<file path="src/rtl/conv_pkg.sv">
// Shared types and default layer constants for the convolution address generator.
// ng_calc gives the number of PE_CH-wide channel groups that cover IN_CH.
package conv_pkg;

  typedef enum logic [1:0] {
    IDLE  = 2'd0,
    RUN   = 2'd1,
    DRAIN = 2'd2,
    DONE  = 2'd3
  } state_t;

  localparam int DEF_K        = 5;
  localparam int DEF_IN_SIZE  = 32;
  localparam int DEF_OUT_SIZE = 28;
  localparam int DEF_IN_CH    = 1;
  localparam int DEF_OUT_CH   = 6;
  localparam int DEF_PE_CH    = 4;

  function automatic int ng_calc(input int in_ch, input int pe_ch);
    return (in_ch + pe_ch - 1) / pe_ch;
  endfunction

endpackage

</file>
<file path="src/rtl/conv_addr_gen_if.sv">
// Scheduler/buffer-side bundle of the address generator: control, tap addresses, output write.
// master = layer scheduler view, slave = the generator itself.
interface conv_addr_gen_if #(
  parameter int ADDR_W = 16
);
  logic              start;
  logic              stall;
  logic              busy;
  logic              done;
  logic [ADDR_W-1:0] ifm_addr;
  logic [ADDR_W-1:0] weight_addr;
  logic              addr_valid;
  logic              acc_clear;
  logic              acc_enable;
  logic [ADDR_W-1:0] out_addr;
  logic              out_wea;

  modport master (
    output start, stall,
    input  busy, done, ifm_addr, weight_addr, addr_valid, acc_clear, acc_enable, out_addr, out_wea
  );

  modport slave (
    input  start, stall,
    output busy, done, ifm_addr, weight_addr, addr_valid, acc_clear, acc_enable, out_addr, out_wea
  );
endinterface

</file>
<file path="src/rtl/conv_addr_gen_pipe_delay.sv">
// Fixed-depth shift register (DEPTH cycles, no stall input, shifts every cycle).
// Async active-low clear empties every stage.
module pipe_delay #(
  parameter int W     = 1,
  parameter int DEPTH = 1
) (
  input  logic         clock,
  input  logic         rst_n,
  input  logic [W-1:0] d_i,
  output logic [W-1:0] q_o
);

  logic [W-1:0] stg_q [DEPTH];

  always_ff @(posedge clock or negedge rst_n) begin
    if (!rst_n) begin
      for (int s = 0; s < DEPTH; s++) stg_q[s] <= '0;
    end else begin
      stg_q[0] <= d_i;
      for (int s = 1; s < DEPTH; s++) stg_q[s] <= stg_q[s-1];
    end
  end

  assign q_o = stg_q[DEPTH-1];

endmodule

</file>
<file path="src/rtl/conv_addr_gen.sv">
// Convolution loop-nest sequencer: one tap per unstalled RUN cycle, addresses registered (2-cycle start latency),
// stall freezes the nest; output write trails the last tap of a pixel by OUT_DELAY. CONV_PERF_CNT_EN adds perf counters.
module conv_addr_gen
  import conv_pkg::*;
#(
  parameter int K         = DEF_K,
  parameter int IN_SIZE   = DEF_IN_SIZE,
  parameter int OUT_SIZE  = DEF_OUT_SIZE,
  parameter int IN_CH     = DEF_IN_CH,
  parameter int OUT_CH    = DEF_OUT_CH,
  parameter int PE_CH     = DEF_PE_CH,
  parameter int ADDR_W    = 16,
  parameter int OUT_DELAY = 9
) (
  input  logic           clock,
  input  logic           rst_n,
  conv_addr_gen_if.slave bus
`ifdef CONV_PERF_CNT_EN
  ,
  output logic [31:0]    perf_cycles,
  output logic [31:0]    perf_stalls
`endif
);

  localparam int NG = ng_calc(IN_CH, PE_CH);
  localparam int CW = ADDR_W;
  localparam int AW = ADDR_W + 4;
  localparam int DW = $clog2(OUT_DELAY + 1);

  localparam logic [CW-1:0] K_M1   = CW'(K - 1);
  localparam logic [CW-1:0] NG_M1  = CW'(NG - 1);
  localparam logic [CW-1:0] O_M1   = CW'(OUT_SIZE - 1);
  localparam logic [CW-1:0] M_M1   = CW'(OUT_CH - 1);
  localparam logic [DW-1:0] DR_END = DW'(OUT_DELAY);

  state_t            state_q, state_d;
  logic [CW-1:0]     m_q, r_q, c_q, ng_q, i_q, j_q;
  logic [CW-1:0]     m_d, r_d, c_d, ng_d, i_d, j_d;
  logic [DW-1:0]     drain_q, drain_d;

  logic              vld_q, clr_q, last_q;
  logic [ADDR_W-1:0] ifm_q, wt_q, oaddr_q;
  logic [ADDR_W-1:0] ifm_d, wt_d, oaddr_d;
  logic [ADDR_W:0]   dly_q;

  logic issue, busy;
  logic j_end, i_end, ng_end, c_end, r_end, m_end, pix_last, layer_last;

  assign issue      = (state_q == RUN) && !bus.stall;
  assign busy       = (state_q == RUN) || (state_q == DRAIN);
  assign j_end      = (j_q == K_M1);
  assign i_end      = (i_q == K_M1);
  assign ng_end     = (ng_q == NG_M1);
  assign c_end      = (c_q == O_M1);
  assign r_end      = (r_q == O_M1);
  assign m_end      = (m_q == M_M1);
  assign pix_last   = j_end && i_end && ng_end;
  assign layer_last = pix_last && c_end && r_end && m_end;

  always_comb begin
    state_d = state_q;
    drain_d = '0;
    m_d  = m_q;
    r_d  = r_q;
    c_d  = c_q;
    ng_d = ng_q;
    i_d  = i_q;
    j_d  = j_q;
    unique case (state_q)
      IDLE: begin
        if (bus.start) begin
          state_d = RUN;
          m_d  = '0;
          r_d  = '0;
          c_d  = '0;
          ng_d = '0;
          i_d  = '0;
          j_d  = '0;
        end
      end
      RUN: begin
        if (issue) begin
          // Odometer: each counter wraps and carries into the next outer one.
          j_d = j_end ? '0 : j_q + 1'b1;
          if (j_end) begin
            i_d = i_end ? '0 : i_q + 1'b1;
            if (i_end) begin
              ng_d = ng_end ? '0 : ng_q + 1'b1;
              if (ng_end) begin
                c_d = c_end ? '0 : c_q + 1'b1;
                if (c_end) begin
                  r_d = r_end ? '0 : r_q + 1'b1;
                  if (r_end) m_d = m_end ? '0 : m_q + 1'b1;
                end
              end
            end
          end
          if (layer_last) state_d = DRAIN;
        end
      end
      DRAIN: begin
        // Count covers the registered last tap plus every delay stage.
        drain_d = drain_q + 1'b1;
        if (drain_q == DR_END) begin
          state_d = DONE;
          drain_d = '0;
        end
      end
      DONE:    state_d = IDLE;
      default: state_d = IDLE;
    endcase
  end

  always_comb begin
    ifm_d   = ADDR_W'(AW'(ng_q) * AW'(IN_SIZE * IN_SIZE)
                    + (AW'(r_q) + AW'(i_q)) * AW'(IN_SIZE)
                    + AW'(c_q) + AW'(j_q));
    wt_d    = ADDR_W'(AW'(m_q) * AW'(NG * K * K) + AW'(ng_q) * AW'(K * K)
                    + AW'(i_q) * AW'(K) + AW'(j_q));
    oaddr_d = ADDR_W'(AW'(m_q) * AW'(OUT_SIZE * OUT_SIZE) + AW'(r_q) * AW'(OUT_SIZE)
                    + AW'(c_q));
  end

  always_ff @(posedge clock or negedge rst_n) begin
    if (!rst_n) begin
      state_q <= IDLE;
      drain_q <= '0;
      m_q     <= '0;
      r_q     <= '0;
      c_q     <= '0;
      ng_q    <= '0;
      i_q     <= '0;
      j_q     <= '0;
      vld_q   <= 1'b0;
      clr_q   <= 1'b0;
      last_q  <= 1'b0;
      ifm_q   <= '0;
      wt_q    <= '0;
      oaddr_q <= '0;
    end else begin
      state_q <= state_d;
      drain_q <= drain_d;
      m_q     <= m_d;
      r_q     <= r_d;
      c_q     <= c_d;
      ng_q    <= ng_d;
      i_q     <= i_d;
      j_q     <= j_d;
      vld_q   <= issue;
      clr_q   <= issue && (i_q == '0) && (j_q == '0) && (ng_q == '0);
      last_q  <= issue && pix_last;
      if (issue) begin
        ifm_q <= ifm_d;
        wt_q  <= wt_d;
      end
      if (issue && pix_last) oaddr_q <= oaddr_d;
    end
  end

  pipe_delay #(
    .W     (ADDR_W + 1),
    .DEPTH (OUT_DELAY)
  ) u_dly (
    .clock (clock),
    .rst_n (rst_n),
    .d_i   ({last_q, oaddr_q}),
    .q_o   (dly_q)
  );

  assign bus.busy        = busy;
  assign bus.done        = (state_q == DONE);
  assign bus.ifm_addr    = ifm_q;
  assign bus.weight_addr = wt_q;
  assign bus.addr_valid  = vld_q;
  assign bus.acc_enable  = vld_q;
  assign bus.acc_clear   = clr_q;
  assign bus.out_wea     = dly_q[ADDR_W];
  assign bus.out_addr    = dly_q[ADDR_W-1:0];

`ifdef CONV_PERF_CNT_EN
  logic [31:0] pcyc_q, pstl_q;

  always_ff @(posedge clock or negedge rst_n) begin
    if (!rst_n) begin
      pcyc_q <= '0;
      pstl_q <= '0;
    end else if ((state_q == IDLE) && bus.start) begin
      pcyc_q <= '0;
      pstl_q <= '0;
    end else begin
      if (busy) pcyc_q <= pcyc_q + 32'd1;
      if ((state_q == RUN) && bus.stall) pstl_q <= pstl_q + 32'd1;
    end
  end

  assign perf_cycles = pcyc_q;
  assign perf_stalls = pstl_q;
`endif

endmodule

</file>
<file path="src/flat_wrapper.sv">
// flat-port wrapper written by rule: the top's interface ports become plain ports
module conv_addr_gen_flat import conv_pkg::*;
#(
  parameter int K         = DEF_K,
  parameter int IN_SIZE   = DEF_IN_SIZE,
  parameter int OUT_SIZE  = DEF_OUT_SIZE,
  parameter int IN_CH     = DEF_IN_CH,
  parameter int OUT_CH    = DEF_OUT_CH,
  parameter int PE_CH     = DEF_PE_CH,
  parameter int ADDR_W    = 16,
  parameter int OUT_DELAY = 9
)
  (clock, rst_n, bus_start, bus_stall, bus_busy, bus_done, bus_ifm_addr, bus_weight_addr, bus_addr_valid, bus_acc_clear, bus_acc_enable, bus_out_addr, bus_out_wea);
  conv_addr_gen_if #(.ADDR_W(ADDR_W)) bus_i ();
  input  logic clock;
  input  logic rst_n;
  input wire logic [$bits(bus_i.start)-1:0] bus_start;
  input wire logic [$bits(bus_i.stall)-1:0] bus_stall;
  output wire logic [$bits(bus_i.busy)-1:0] bus_busy;
  output wire logic [$bits(bus_i.done)-1:0] bus_done;
  output wire logic [$bits(bus_i.ifm_addr)-1:0] bus_ifm_addr;
  output wire logic [$bits(bus_i.weight_addr)-1:0] bus_weight_addr;
  output wire logic [$bits(bus_i.addr_valid)-1:0] bus_addr_valid;
  output wire logic [$bits(bus_i.acc_clear)-1:0] bus_acc_clear;
  output wire logic [$bits(bus_i.acc_enable)-1:0] bus_acc_enable;
  output wire logic [$bits(bus_i.out_addr)-1:0] bus_out_addr;
  output wire logic [$bits(bus_i.out_wea)-1:0] bus_out_wea;
  assign bus_i.start = bus_start;
  assign bus_i.stall = bus_stall;
  assign bus_busy = bus_i.busy;
  assign bus_done = bus_i.done;
  assign bus_ifm_addr = bus_i.ifm_addr;
  assign bus_weight_addr = bus_i.weight_addr;
  assign bus_addr_valid = bus_i.addr_valid;
  assign bus_acc_clear = bus_i.acc_clear;
  assign bus_acc_enable = bus_i.acc_enable;
  assign bus_out_addr = bus_i.out_addr;
  assign bus_out_wea = bus_i.out_wea;
  conv_addr_gen #(.K(K), .IN_SIZE(IN_SIZE), .OUT_SIZE(OUT_SIZE), .IN_CH(IN_CH), .OUT_CH(OUT_CH), .PE_CH(PE_CH), .ADDR_W(ADDR_W), .OUT_DELAY(OUT_DELAY)) u_core (.clock(clock), .rst_n(rst_n), .bus(bus_i));
endmodule
</file>
<file path="config.mk">
export PLATFORM = sky130hd
export DESIGN_NAME = conv_addr_gen_flat
export DESIGN_NICKNAME = d
export VERILOG_FILES = /design/src/rtl/conv_pkg.sv /design/src/rtl/conv_addr_gen_if.sv /design/src/rtl/conv_addr_gen_pipe_delay.sv /design/src/rtl/conv_addr_gen.sv /design/src/flat_wrapper.sv
export SDC_FILE = /design/constraint.sdc
export NUM_CORES = 1
export LEC_CHECK = 0
export CORE_ASPECT_RATIO = 2
export CORE_MARGIN = 4
export CORE_UTILIZATION = 41
export CTS_CLUSTER_SIZE = 24
export DETAILED_ROUTE_END_ITERATION = 12
export SYNTH_ARGS = -nofsm -noshare
export SYNTH_HDL_FRONTEND = slang
export SYNTH_SLANG_ARGS = --single-unit
</file>
<file path="constraint.sdc">
create_clock -name clock -period 7.55 [get_ports clock]
set_input_delay 1.51 -clock clock [delete_from_list [all_inputs] [get_ports clock]]
set_output_delay 1.51 -clock clock [all_outputs]
set_load 0.03 [all_outputs]
</file>
==> metrics <==
clock-pin slew on the worst setup and hold paths=roughly 70 ps; Worst Path Required=~8000 ps; Slew Viols, Final=0; clock sinks=306; number of synthesized flops with an enable pin=0; drt total wl=between 40 and 50 mm; sequential power share=between 30% and 40%; gr usage total=18.2%; Tmin final=5480 ps; dominant cells by area after synthesis=dfrtp_1, ha_1, fa_1, inv_1, xnor2_1; critical path class=reg -> reg; worst-path maximum fanout=6; Final Hold Fails=0; max-cap violations=0; DPL Wire Length=around 36 mm; RSZ-0062 raised after global routing=no; sequential element share of the synthesized area=between 40% and 50%; Crit. End Element=flip-flop; Clock Power Share=about a quarter; switching portion of total power=39.6%; Internal Pwr Total=between 0.003 and 0.004 W; setup TNS=0 ps; via count=between 10000 and 15000; Remaining DRCs=0; TritonCTS Buffers=28; wire per inst=between 15 and 20 µm; diode count=0; largest net degree at the start of global routing=~180; worst path arrival time=a little under 6000 ps; Leak=around 11 nW; gr ovfl total=0; ys flop type=dfrtp_1; HP Class=reg -> reg; worst-margin pin slew=approximately 1100 ps; YS warnings=0; vias per inst=5.22; first-pass GRT wire length=slightly above 70 mm; cell taking the most area after synthesis=dfrtp_1; P_sw=around 0.0022 W; hold_ws=approximately 340 ps; Fill cells=4322; startpoint types=flip-flop; Syn Area/Cell=roughly 10 µm²; CORE AREA=around 46000 µm²; layout cells sized above 1=between 3 and 4%; PnR worst setup slack=around 2100 ps; status=finished, final reports clean; post_cts resized=0; syn_nets=about 2200; # nets final=2209; Reg area=around 7700 µm²; Setup Buffers After CTS=0; cts hold-fix bufs=0; Power, Total=roughly 0.0056 W; die area=between 40000 and 50000 µm²; Rows=111; power per cell area=266 nW/µm²; die height=between 300 and 400 µm; Peak Freq=182 MHz; PortBufs=57; antenna violations before repair=1; initial core utilization=just over 40%; Clk Latency, worst-skew pair=about 580 ps; Slew HR=roughly 28%; first-pass detailed-route iteration total=5; flop and latch count out of synthesis=approximately 310; footprint of the multi-input gates=a little under 10000 µm²; top-area cell type share of the netlist area=between 40% and 50%; Logic pwr share=between 40% and 50%; CTS tree=yes; Root Buffer=clkbuf_16; asr flop ratio synth=100%; Post-Synthesis Cells=1833; final setup fails=0; Final Util=between 40% and 50%; Max clock buf depth=3; num ports=slightly below 60; Area Overhead vs Synth=10.7%; Synth cell types=57; DR iter-0 viols=around 900; Post-Place Worst Slack=between 2000 and 2500 ps; htree depth=1; die width=between 150 and 200 µm; period utilisation layout=72.6%; Netlist Area Pre-Place=~19000 µm²; Antenna Nets Post-Route=0; Setup Skew=roughly 22 ps; vias in the first global route=around 13000; VDD IR max=~0.00017 V; GP Congestion=0.921
placed cells by master, fill, tap and decap left out, types with 12 or more instances in the layout:
master           netlist  layout
nor4_1                14      14
ha_1                 201     201
nand2_1              147     147
nor3_1                28      27
a21o_1                17      17
nand3_1               52      52
xnor2_1               89      89
or3_1                 12      12
and3_1                17      17
o31ai_1               16      16
o21ai_0              125     125
fa_1                 125     125
xor2_1                36      36
inv_1                307     307
a21oi_1               56      56
nor2_1               106     106
dfrtp_1              306     306
clkbuf_16              0      28
nand4_1               21      21
clkdlybuf4s50_1        0      56
synthesized netlist by cell type (14+ instances only):
master	n
clkbuf_1	23
o21ai_0	125
nand3_1	52
inv_1	307
xor2_1	36
xnor2_1	89
a21o_1	17
ha_1	201
a21oi_1	56
dfrtp_1	306
and3_1	17
nand4_1	21
nor4_1	14
nor3_1	28
nand2_1	147
fa_1	125
nor2_1	106
o31ai_1	16
buf_4	18
layout make-up:
type | count | share of cell area, %
Timing Repair Buffer | 64 | 3.06
Inverter | 307 | 5.50
Clock buffer | 37 | 3.79
Multi-Input combinational cell | 1172 | 47.2
Sequential cell | 306 | 36.5
Clock inverter | 11 | 0.597
Tap cell | 565 | 3.37
state kept, by name, summed over array words and instances (netlist names), 2 cells and up:
name and count:
u_core.m_q 16, u_core.r_q 16, u_core.c_q 16, u_core.bus.weight_addr 16
u_core.oaddr_q 16, u_core.ng_q 16, u_core.state_q 2, u_core.drain_q 4
u_core.u_dly.stg_q 136, u_core.u_dly.q_o 17, u_core.i_q 16, u_core.j_q 16
u_core.bus.ifm_addr 16
worst max-delay path: stages, from the launching register on:
cell       delay (ps)
dfrtp_1           480
inv_1             110
ha_1              290
inv_1              60
fa_1              530
inv_1              50
fa_1              530
fa_1              550
inv_1              50
fa_1              510
fa_1              520
inv_1              40
ha_1              230
a2111oi_0         560
o31ai_1           240
o41ai_1           340
xor2_1            160
o21ai_0            80
final timing paths:
kind,startpoint,to,slack (ps),cells after the start
max,u_core.ng_q[3],u_core.bus.weight_addr[12],2070,17
min reg2reg,u_core.u_dly.stg_q[68],u_core.u_dly.stg_q[51],340,0
max reg2reg,u_core.ng_q[3],u_core.bus.weight_addr[12],2070,17
min in group asynchronous,rst_n,u_core.bus.weight_addr[2],940,1
max in group asynchronous,rst_n,u_core.u_dly.stg_q[61],5230,2
min,u_core.u_dly.stg_q[68],u_core.u_dly.stg_q[51],340,0
metrics by stage:
step,std cells,instance area [µm²]
floorplan,1833,18900
global placement,2414,20000
detailed placement,2414,20000
CTS,2462,21000
global route,2462,21000
finish,2462,21000
kinds of logic after synthesis:
| group | share of synthesized area [%] |
|---|---|
| and+or+nand+nor | 11.4 |
| buffers and inverters | 7.46 |
| adders and majority gates | 26.5 |
| DFF | 40.4 |
| AOI/OAI and AO/OA | 8.25 |
| xor gates and xnor gates | 5.90 |
| muxes | 0.119 |
per-layer routing:
metal / wire (µm) / track usage (%) / part of all wire (%)
met1: 16000 / 19.2 / 35
met2: 24200 / 33.9 / 53
met3: 1640 / 2.26 / 3.6
met4: 3400 / 11.5 / 7.5
met5: 0 / 0 / 0
power groups by stage:
stage | Clock [W] | Combinational, W | Sequential, W
6_report | 0.00142 | 0.00228 | 0.00188
5_1_grt | 0.00154 | 0.00261 | 0.00189
4_1_cts | 0.00148 | 0.00231 | 0.00188
3_5_place_dp | 0 | 0.00229 | 0.00191
3_3_place_gp | 0 | 0.00226 | 0.00190
2_1_floorplan | 0 | 0.00157 | 0.00194
Note: power is estimated with default switching activity, not from simulation.
